<file path="src/rtl/ex_stage_pkg.sv">
// Shared constants and types for the EX stage: funct codes, FSM states,
// multiply/divide operation select and default widths.
package ex_stage_pkg;

    localparam int DW_DEF   = 32;
    localparam int ITER_DEF = 32;

    localparam logic [5:0] F_ADD   = 6'h20;
    localparam logic [5:0] F_SUB   = 6'h22;
    localparam logic [5:0] F_AND   = 6'h24;
    localparam logic [5:0] F_OR    = 6'h25;
    localparam logic [5:0] F_NOR   = 6'h27;
    localparam logic [5:0] F_SLT   = 6'h2A;
    localparam logic [5:0] F_MFHI  = 6'h10;
    localparam logic [5:0] F_MFLO  = 6'h12;
    localparam logic [5:0] F_MULTU = 6'h19;
    localparam logic [5:0] F_DIVU  = 6'h1B;

    typedef enum logic [1:0] {ST_IDLE, ST_MUL, ST_DIV, ST_DONE} state_e;
    typedef enum logic {MD_MULTU, MD_DIVU} md_op_e;

    // True for the funct codes handled by the iterative unit.
    function automatic logic is_muldiv(input logic [5:0] f);
        return (f == F_MULTU) || (f == F_DIVU);
    endfunction

endpackage

</file>
<file path="src/rtl/ex_stage_if.sv">
// ID/EX -> EX -> EX/MEM signal bundle. master = upstream/downstream pipeline,
// slave = the EX stage itself.
interface ex_stage_if import ex_stage_pkg::*; #(parameter int DW = DW_DEF);

    logic          in_valid_EX;
    logic [DW-1:0] data1_EX;
    logic [DW-1:0] data2_EX;
    logic [31:0]   funct_EX;
    logic [4:0]    rd_EX;
    logic [4:0]    rt_EX;
    logic          regdst_EX;
    logic [7:0]    nextins_EX;

    logic          stall_EX;
    logic          out_valid_EX;
    logic [DW-1:0] result_EX;
    logic [4:0]    wreg_EX;
    logic          wen_EX;
    logic [7:0]    nextins_out_EX;
    logic          illegal_EX;

    modport master (
        output in_valid_EX, data1_EX, data2_EX, funct_EX, rd_EX, rt_EX,
               regdst_EX, nextins_EX,
        input  stall_EX, out_valid_EX, result_EX, wreg_EX, wen_EX,
               nextins_out_EX, illegal_EX
    );

    modport slave (
        input  in_valid_EX, data1_EX, data2_EX, funct_EX, rd_EX, rt_EX,
               regdst_EX, nextins_EX,
        output stall_EX, out_valid_EX, result_EX, wreg_EX, wen_EX,
               nextins_out_EX, illegal_EX
    );

endinterface

</file>
<file path="src/rtl/ex_muldiv.sv">
// Iterative unsigned multiply (shift-add) and restoring divide. The first
// iteration is performed on the start edge using the incoming operands, so
// the unit needs ITER-1 further cycles; done flags the cycle of the last one.
// result = {HI, LO}: product, or {remainder, quotient}.
module ex_muldiv import ex_stage_pkg::*; #(
    parameter int DW   = DW_DEF,
    parameter int ITER = ITER_DEF
) (
    input  logic          clk_EX,
    input  logic          rstn_EX,
    input  logic          start,
    input  md_op_e        op,
    input  logic [DW-1:0] op_a,
    input  logic [DW-1:0] op_b,
    output logic          done,
    output logic [2*DW-1:0] result
);
    localparam int CW = $clog2(ITER) + 1;

    logic [2*DW-1:0] acc_q, acc_d, acc_cur, acc_nxt;
    logic [DW-1:0]   opnd_q, opnd_d, opnd_cur;
    md_op_e          op_q, op_d, op_cur;
    logic [CW-1:0]   cnt_q, cnt_d;
    logic            busy_q, busy_d;
    logic [DW:0]     sum, shifted, diff;
    logic            geq;

    // One iteration on either the freshly loaded operands or the running state.
    always_comb begin
        if (start) begin
            op_cur   = op;
            opnd_cur = (op == MD_MULTU) ? op_a : op_b;
            acc_cur  = (op == MD_MULTU) ? {{DW{1'b0}}, op_b} : {{DW{1'b0}}, op_a};
        end else begin
            op_cur   = op_q;
            opnd_cur = opnd_q;
            acc_cur  = acc_q;
        end
        sum     = {1'b0, acc_cur[2*DW-1:DW]} + (acc_cur[0] ? {1'b0, opnd_cur} : '0);
        shifted = {acc_cur[2*DW-1:DW], acc_cur[DW-1]};
        diff    = shifted - {1'b0, opnd_cur};
        geq     = shifted >= {1'b0, opnd_cur};
        if (op_cur == MD_MULTU)
            acc_nxt = {sum, acc_cur[DW-1:1]};
        else
            acc_nxt = {geq ? diff[DW-1:0] : shifted[DW-1:0], acc_cur[DW-2:0], geq};
    end

    // Iteration sequencing.
    always_comb begin
        acc_d  = acc_q;
        opnd_d = opnd_q;
        op_d   = op_q;
        cnt_d  = cnt_q;
        busy_d = busy_q;
        if (start) begin
            acc_d  = acc_nxt;
            opnd_d = opnd_cur;
            op_d   = op_cur;
            cnt_d  = CW'(1);
            busy_d = 1'b1;
        end else if (busy_q) begin
            acc_d = acc_nxt;
            cnt_d = cnt_q + CW'(1);
            if (cnt_q == CW'(ITER - 1))
                busy_d = 1'b0;
        end
    end

    assign done   = busy_q && (cnt_q == CW'(ITER - 1));
    assign result = acc_q;

    // State registers; reset aborts any operation in flight.
    always_ff @(posedge clk_EX) begin
        if (!rstn_EX) begin
            acc_q  <= '0;
            opnd_q <= '0;
            op_q   <= MD_MULTU;
            cnt_q  <= '0;
            busy_q <= 1'b0;
        end else begin
            acc_q  <= acc_d;
            opnd_q <= opnd_d;
            op_q   <= op_d;
            cnt_q  <= cnt_d;
            busy_q <= busy_d;
        end
    end

endmodule

</file>
<file path="src/rtl/ex_stage.sv">
// EX stage: single-cycle ALU plus HI/LO register pair fed by the iterative
// multiply/divide unit.
//   state   | meaning
//   IDLE    | accepting instructions; ALU ops complete in one cycle
//   MUL     | MULTU iterating, pipeline stalled
//   DIV     | DIVU iterating, pipeline stalled
//   DONE    | commit {HI,LO}, pulse out_valid with wen=0
module ex_stage import ex_stage_pkg::*; #(
    parameter int DW   = DW_DEF,
    parameter int ITER = ITER_DEF
) (
    input logic       clk_EX,
    input logic       rstn_EX,
    ex_stage_if.slave bus
);
    state_e          state_q, state_d;
    logic [DW-1:0]   hi_q, hi_d, lo_q, lo_d;
    logic [DW-1:0]   result_q, result_d;
    logic [4:0]      wreg_q, wreg_d;
    logic [7:0]      nextins_q, nextins_d;
    logic            out_valid_q, out_valid_d;
    logic            wen_q, wen_d;
    logic            illegal_q, illegal_d;
    logic [5:0]      funct;
    logic            start_md;
    logic            md_done;
    logic [2*DW-1:0] md_result;
    md_op_e          md_op;
    logic            unused_funct_hi;

    assign funct           = bus.funct_EX[5:0];
    assign unused_funct_hi = ^bus.funct_EX[31:6];
    assign start_md        = (state_q == ST_IDLE) && bus.in_valid_EX && is_muldiv(funct);
    assign md_op           = (funct == F_DIVU) ? MD_DIVU : MD_MULTU;

    ex_muldiv #(.DW(DW), .ITER(ITER)) u_muldiv (
        .clk_EX  (clk_EX),
        .rstn_EX (rstn_EX),
        .start   (start_md),
        .op      (md_op),
        .op_a    (bus.data1_EX),
        .op_b    (bus.data2_EX),
        .done    (md_done),
        .result  (md_result)
    );

    // Next-state and next-output decode.
    always_comb begin
        state_d     = state_q;
        hi_d        = hi_q;
        lo_d        = lo_q;
        result_d    = result_q;
        wreg_d      = wreg_q;
        nextins_d   = nextins_q;
        out_valid_d = 1'b0;
        wen_d       = 1'b0;
        illegal_d   = 1'b0;
        case (state_q)
            ST_IDLE: begin
                if (bus.in_valid_EX) begin
                    wreg_d      = bus.regdst_EX ? bus.rd_EX : bus.rt_EX;
                    nextins_d   = bus.nextins_EX;
                    out_valid_d = 1'b1;
                    wen_d       = 1'b1;
                    case (funct)
                        F_ADD:  result_d = bus.data1_EX + bus.data2_EX;
                        F_SUB:  result_d = bus.data1_EX - bus.data2_EX;
                        F_AND:  result_d = bus.data1_EX & bus.data2_EX;
                        F_OR:   result_d = bus.data1_EX | bus.data2_EX;
                        F_NOR:  result_d = ~(bus.data1_EX | bus.data2_EX);
                        F_SLT:  result_d = {{(DW-1){1'b0}},
                                            $signed(bus.data1_EX) < $signed(bus.data2_EX)};
                        F_MFHI: result_d = hi_q;
                        F_MFLO: result_d = lo_q;
                        F_MULTU: begin
                            state_d     = ST_MUL;
                            out_valid_d = 1'b0;
                            wen_d       = 1'b0;
                        end
                        F_DIVU: begin
                            state_d     = ST_DIV;
                            out_valid_d = 1'b0;
                            wen_d       = 1'b0;
                        end
                        default: begin
                            wen_d     = 1'b0;
                            illegal_d = 1'b1;
                        end
                    endcase
                end
            end
            ST_MUL, ST_DIV: begin
                if (md_done)
                    state_d = ST_DONE;
            end
            ST_DONE: begin
                {hi_d, lo_d} = md_result;
                out_valid_d  = 1'b1;
                state_d      = ST_IDLE;
            end
            default: state_d = ST_IDLE;
        endcase
    end

    // FSM state, HI/LO and registered outputs.
    always_ff @(posedge clk_EX) begin
        if (!rstn_EX) begin
            state_q     <= ST_IDLE;
            hi_q        <= '0;
            lo_q        <= '0;
            result_q    <= '0;
            wreg_q      <= '0;
            nextins_q   <= '0;
            out_valid_q <= 1'b0;
            wen_q       <= 1'b0;
            illegal_q   <= 1'b0;
        end else begin
            state_q     <= state_d;
            hi_q        <= hi_d;
            lo_q        <= lo_d;
            result_q    <= result_d;
            wreg_q      <= wreg_d;
            nextins_q   <= nextins_d;
            out_valid_q <= out_valid_d;
            wen_q       <= wen_d;
            illegal_q   <= illegal_d;
        end
    end

    assign bus.stall_EX       = (state_q != ST_IDLE) || start_md;
    assign bus.out_valid_EX   = out_valid_q;
    assign bus.result_EX      = result_q;
    assign bus.wreg_EX        = wreg_q;
    assign bus.wen_EX         = wen_q;
    assign bus.nextins_out_EX = nextins_q;
    assign bus.illegal_EX     = illegal_q;

endmodule

</file>
<file path="src/flat_wrapper.sv">
// flat-port wrapper written by rule: the top's interface ports become plain ports
module ex_stage_flat import ex_stage_pkg::*;
#(
    parameter int DW   = DW_DEF,
    parameter int ITER = ITER_DEF
)
  (clk_EX, rstn_EX, bus_in_valid_EX, bus_data1_EX, bus_data2_EX, bus_funct_EX, bus_rd_EX, bus_rt_EX, bus_regdst_EX, bus_nextins_EX, bus_stall_EX, bus_out_valid_EX, bus_result_EX, bus_wreg_EX, bus_wen_EX, bus_nextins_out_EX, bus_illegal_EX);
  ex_stage_if #(.DW(DW)) bus_i ();
  input logic clk_EX;
  input logic rstn_EX;
  input wire logic [$bits(bus_i.in_valid_EX)-1:0] bus_in_valid_EX;
  input wire logic [$bits(bus_i.data1_EX)-1:0] bus_data1_EX;
  input wire logic [$bits(bus_i.data2_EX)-1:0] bus_data2_EX;
  input wire logic [$bits(bus_i.funct_EX)-1:0] bus_funct_EX;
  input wire logic [$bits(bus_i.rd_EX)-1:0] bus_rd_EX;
  input wire logic [$bits(bus_i.rt_EX)-1:0] bus_rt_EX;
  input wire logic [$bits(bus_i.regdst_EX)-1:0] bus_regdst_EX;
  input wire logic [$bits(bus_i.nextins_EX)-1:0] bus_nextins_EX;
  output wire logic [$bits(bus_i.stall_EX)-1:0] bus_stall_EX;
  output wire logic [$bits(bus_i.out_valid_EX)-1:0] bus_out_valid_EX;
  output wire logic [$bits(bus_i.result_EX)-1:0] bus_result_EX;
  output wire logic [$bits(bus_i.wreg_EX)-1:0] bus_wreg_EX;
  output wire logic [$bits(bus_i.wen_EX)-1:0] bus_wen_EX;
  output wire logic [$bits(bus_i.nextins_out_EX)-1:0] bus_nextins_out_EX;
  output wire logic [$bits(bus_i.illegal_EX)-1:0] bus_illegal_EX;
  assign bus_i.in_valid_EX = bus_in_valid_EX;
  assign bus_i.data1_EX = bus_data1_EX;
  assign bus_i.data2_EX = bus_data2_EX;
  assign bus_i.funct_EX = bus_funct_EX;
  assign bus_i.rd_EX = bus_rd_EX;
  assign bus_i.rt_EX = bus_rt_EX;
  assign bus_i.regdst_EX = bus_regdst_EX;
  assign bus_i.nextins_EX = bus_nextins_EX;
  assign bus_stall_EX = bus_i.stall_EX;
  assign bus_out_valid_EX = bus_i.out_valid_EX;
  assign bus_result_EX = bus_i.result_EX;
  assign bus_wreg_EX = bus_i.wreg_EX;
  assign bus_wen_EX = bus_i.wen_EX;
  assign bus_nextins_out_EX = bus_i.nextins_out_EX;
  assign bus_illegal_EX = bus_i.illegal_EX;
  ex_stage #(.DW(DW), .ITER(ITER)) u_core (.clk_EX(clk_EX), .rstn_EX(rstn_EX), .bus(bus_i));
endmodule
</file>
<file path="config.mk">
export PLATFORM = sky130hd
export DESIGN_NAME = ex_stage_flat
export DESIGN_NICKNAME = d
export VERILOG_FILES = /design/src/rtl/ex_stage_pkg.sv /design/src/rtl/ex_stage_if.sv /design/src/rtl/ex_muldiv.sv /design/src/rtl/ex_stage.sv /design/src/flat_wrapper.sv
export SDC_FILE = /design/constraint.sdc
export NUM_CORES = 1
export LEC_CHECK = 0
export BUFFER_PORTS_ARGS = -buffer_cell sky130_fd_sc_hd__buf_2
export CORE_ASPECT_RATIO = 0.5
export CORE_MARGIN = 2
export CORE_UTILIZATION = 43
export DETAILED_ROUTE_END_ITERATION = 10
export GPL_ROUTABILITY_DRIVEN = 0
export PLACE_DENSITY = 0.74
export SLEW_MARGIN = 0
export SYNTH_ARGS = -nofsm -noshare
export SYNTH_HDL_FRONTEND = slang
export SYNTH_SLANG_ARGS = --single-unit
export TNS_END_PERCENT = 1
</file>
<file path="constraint.sdc">
create_clock -name clk_EX -period 4.7 [get_ports clk_EX]
set_input_delay 0.47 -clock clk_EX [delete_from_list [all_inputs] [get_ports clk_EX]]
set_output_delay 0.47 -clock clk_EX [all_outputs]
set_load 0.02 [all_outputs]
</file>
==> flow_metrics.py <==
metrics = {
    "setup_path": {
        "slowest_stage": "or4_1",
        "critical_path_buf_inv_count": 3,
        "crit_path_max_incr_delay_ns": 0.52,
        "path_class": "reg -> reg",
        "crit_family": "compound AO/OA/AOI/OAI gates",
        "r2r_start": "u_core.state_q[0]$_SDFFE_PN0P_",
        "start_kind": "flip-flop",
        "path_cells": "inv_1 -> ha_1 -> nand3b_1 -> nor2_2 -> buf_4 -> nor2_1 -> a31o_2 -> ha_1 -> nor2b_1 -> o21ai_1 -> nor4_1 -> buf_4 -> or4_1 -> nor2b_1 -> a211oi_2 -> xnor2_1 -> a221oi_1 -> o22ai_1 -> a41o_1",
        "worstPathMaxFanout": 13,
        "reg2reg_depth": 19,
        "critPathArrivalTime_ns": 5.05,
        "r2r_end": "u_core.u_muldiv.result[53]$_SDFFE_PN0P_",
        "endpoint_kind": "flip-flop",
        "rrSetupSlack_ns": 0.10,
        "required_ns": 5.15,
    },
    "layout": {
        "syn_to_final_growth_pct": 14.76,
        "drive_above_1_share": 0.1376,
        "instances_no_fill": 3289,
        "nets": 2961,
    },
    "synth": {
        "async_reset_ff_frac": 0,
        "ys_ff_latch": 218,
        "yosys-top-cells-count": "290 x nor2_1, 239 x a21oi_1, 224 x nand2_1, 218 x dfxtp_1, 168 x o21ai_0",
        "synth_most_common_cell": "nor2_1",
        "synth_top_area_frac": 0.2298,
        "synthTopCellsByArea": "dfxtp_1 23%, ha_1 11%, mux2i_1 8.1%, a21oi_1 6.3%, nor2_1 5.7%",
        "ys_types": 85,
        "synthesis.area_sq_mm": 0.01899,
        "ys_seq_area_frac": 0.2298,
        "synth_fp_nets": 2835,
        "ys.flop_type": "dfxtp_1",
        "syn_area_per_cell_sq_um": 7.438,
        "yosys.area.top_type": "dfxtp_1",
        "synthCells": 2553,
        "yosys_warnings": 0,
        "synth_edf_count": 0,
    },
    "global_routing": {
        "track_usage": 0.2723,
        "grt-ovfl-total": 0,
        "grt_max_degree": 82,
        "grt_pass1_wl_microns": 101200,
        "grt_pass1_vias": 18230,
        "antenna_found_initial": 4,
    },
    "cts": {
        "cts_buffers": 24,
        "htree_num_levels": 1,
        "max-clock-path-buffers": 3,
        "clk_latency_ns": 0.56,
        "clock-sinks": 218,
        "post_cts_buffers": 0,
        "clkTransAtPathRegs_ns": 0.07,
        "cts_tree": "built",
        "cts-root-buf": "clkbuf_16",
        "hold_buffers": 0,
        "cts-resized-gates": 0,
    },
    "floorplanning": {
        "rows": 54,
        "initial_core_util": 0.4357,
        "core_area_sq_mm": 0.04358,
        "die_w_microns": 301.2,
        "die_h_microns": 152.6,
        "io_pins": 167,
        "dieArea_sq_mm": 0.04596,
    },
    "flow_run": {
        "drv_cap": 0,
    },
    "worst_hold_path": {
        "hold_path.class": "in -> reg",
        "min_from": "bus_nextins_EX[6]",
        "hold-path-endpoint": "u_core.bus.nextins_out_EX[6]$_SDFFE_PN0P_",
        "hold-path-cell-count": 3,
    },
    "placed_design": {
        "portBuffers": 140,
        "dp.cells": 3241,
        "dpl.hpwl_microns": 48930,
    },
    "route": {
        "detail_route.iter0.violations": 2784,
        "avgViaCountPerCell": 6.175,
        "firstDrtPassIters": 6,
        "num_vias": 20310,
        "drc": 0,
        "detail_route.wl_per_cell_microns": 20.03,
        "routed_wl_microns": 65880,
        "ant_nets": 0,
    },
    "pwr": {
        "leakagePower_nw": 9.287,
        "fin_total_pwr_mw": 6.029,
        "p_per_area_mw_per_mm2": 276.7,
        "ir_drop_v": 0.0002210,
    },
    "run_status": {
        "status": "complete, no violations",
    },
    "timing": {
        "setup-violations-final": 0,
        "fin_skew_ns": 0.01411,
        "hold_viol_final": 0,
        "max_freq_ghz": 0.2176,
        "slew_headroom": 0.2920,
        "slew_viol_final": 0,
        "layout_min_cycle_time_ns": 4.596,
        "timing.final.crit_share": 0.9779,
        "rsz0062_at_grt": "true",
        "worst_pin_slew_ns": 1.062,
    },
}
-- cells in the final DEF (no fill, tap or decap), types with 119 or more instances in the layout --
cell,count
nor2_1,287
nand2_1,224
o21ai_0,168
buf_2,138
ha_1,160
dfxtp_1,218
a21oi_1,237
mux2i_1,154
inv_1,119
buf_4,140
-- where the power goes --
| part | internal [mW] | switching (mW) |
|---|---|---|
| registers | 1.93 | 0.0592 |
| clock network | 1.13 | 0.868 |
| logic | 0.790 | 1.25 |
-- kinds of logic after synthesis --
family                     synth area share
and+or+nand+nor                      0.1935
xor gates and xnor gates            0.02998
adders and majority gates            0.1098
buffers and inverters               0.06009
AOI/OAI and AO/OA                    0.2926
DFF                                  0.2298
muxes                               0.08415
-- metrics by stage --
step                      utilization  cell area, sq um  hold slack (ns)  TNS (ns)  setup slack [ns]
after floorplan                     -             18990           0.4400         0           0.03519
after global placement         0.4795             20900           0.4503  -0.08256          -0.03747
after detailed placement       0.4795             20900           0.4555   -0.2751           -0.1096
after CTS                      0.4980             21700           0.1578         0            0.1119
after global routing           0.5000             21790           0.1911   -0.4245          -0.09656
final                          0.5000             21790           0.1567         0            0.1038
-- registers in the layout, summed over array words and instances, names as in the netlist --
name and count:
u_core.u_muldiv.result 64, u_core.u_muldiv.busy_q 1, u_core.u_muldiv.op_q 1, u_core.bus.nextins_out_EX 8, u_core.hi_q 32, u_core.state_q 2
u_core.bus.wen_EX 1, u_core.bus.wreg_EX 5, u_core.u_muldiv.opnd_q 32, u_core.u_muldiv.cnt_q 6, u_core.lo_q 32, u_core.bus.out_valid_EX 1
u_core.bus.illegal_EX 1, u_core.bus.result_EX 32
-- final cells by class --
type                       count  area [sq um]
clock buffer                  32         680.7
multi-input combinational   2034         13620
tap                          588         735.7
inverter                     120         451.7
clock inverter                12         127.6
timing repair buffer         281          1802
fill                        4117         21790
sequential                   218          4364
antenna                        4         10.01
-- worst min-delay path, cell delays in order --
cell and delay, ns:
buf_2 0.10, nand2_1 0.04, a21boi_0 0.06
-- worst max path at each step --
| stage | from | end | slack [ns] | cells after the start |
|---|---|---|---|---|
| 6_report | u_core.state_q[0]$_SDFFE_PN0P_ | u_core.u_muldiv.result[53]$_SDFFE_PN0P_ | 0.10 | 19 |
| 5_1_grt | u_core.state_q[0]$_SDFFE_PN0P_ | u_core.u_muldiv.result[32]$_SDFFE_PN0P_ | -0.1 | 19 |
| 4_1_cts | u_core.state_q[0]$_SDFFE_PN0P_ | u_core.u_muldiv.result[60]$_SDFFE_PN0P_ | 0.11 | 18 |
| 3_5_place_dp | bus_funct_EX[5] | u_core.u_muldiv.result[53]$_SDFFE_PN0P_ | -0.11 | 20 |
| 3_3_place_gp | bus_funct_EX[5] | u_core.u_muldiv.result[53]$_SDFFE_PN0P_ | -0.04 | 20 |
| 2_1_floorplan | bus_funct_EX[1] | u_core.u_muldiv.result[60]$_SDFFE_PN0P_ | 0.04 | 19 |
-- metal layers --
metal / GRT usage / wire length, microns
met1: 0.3918 / 28730
met2: 0.4133 / 28050
met3: 0.05204 / 7360
met4: 0.07131 / 1719
met5: 0 / 13
Note: power is estimated with default switching activity, not from simulation.
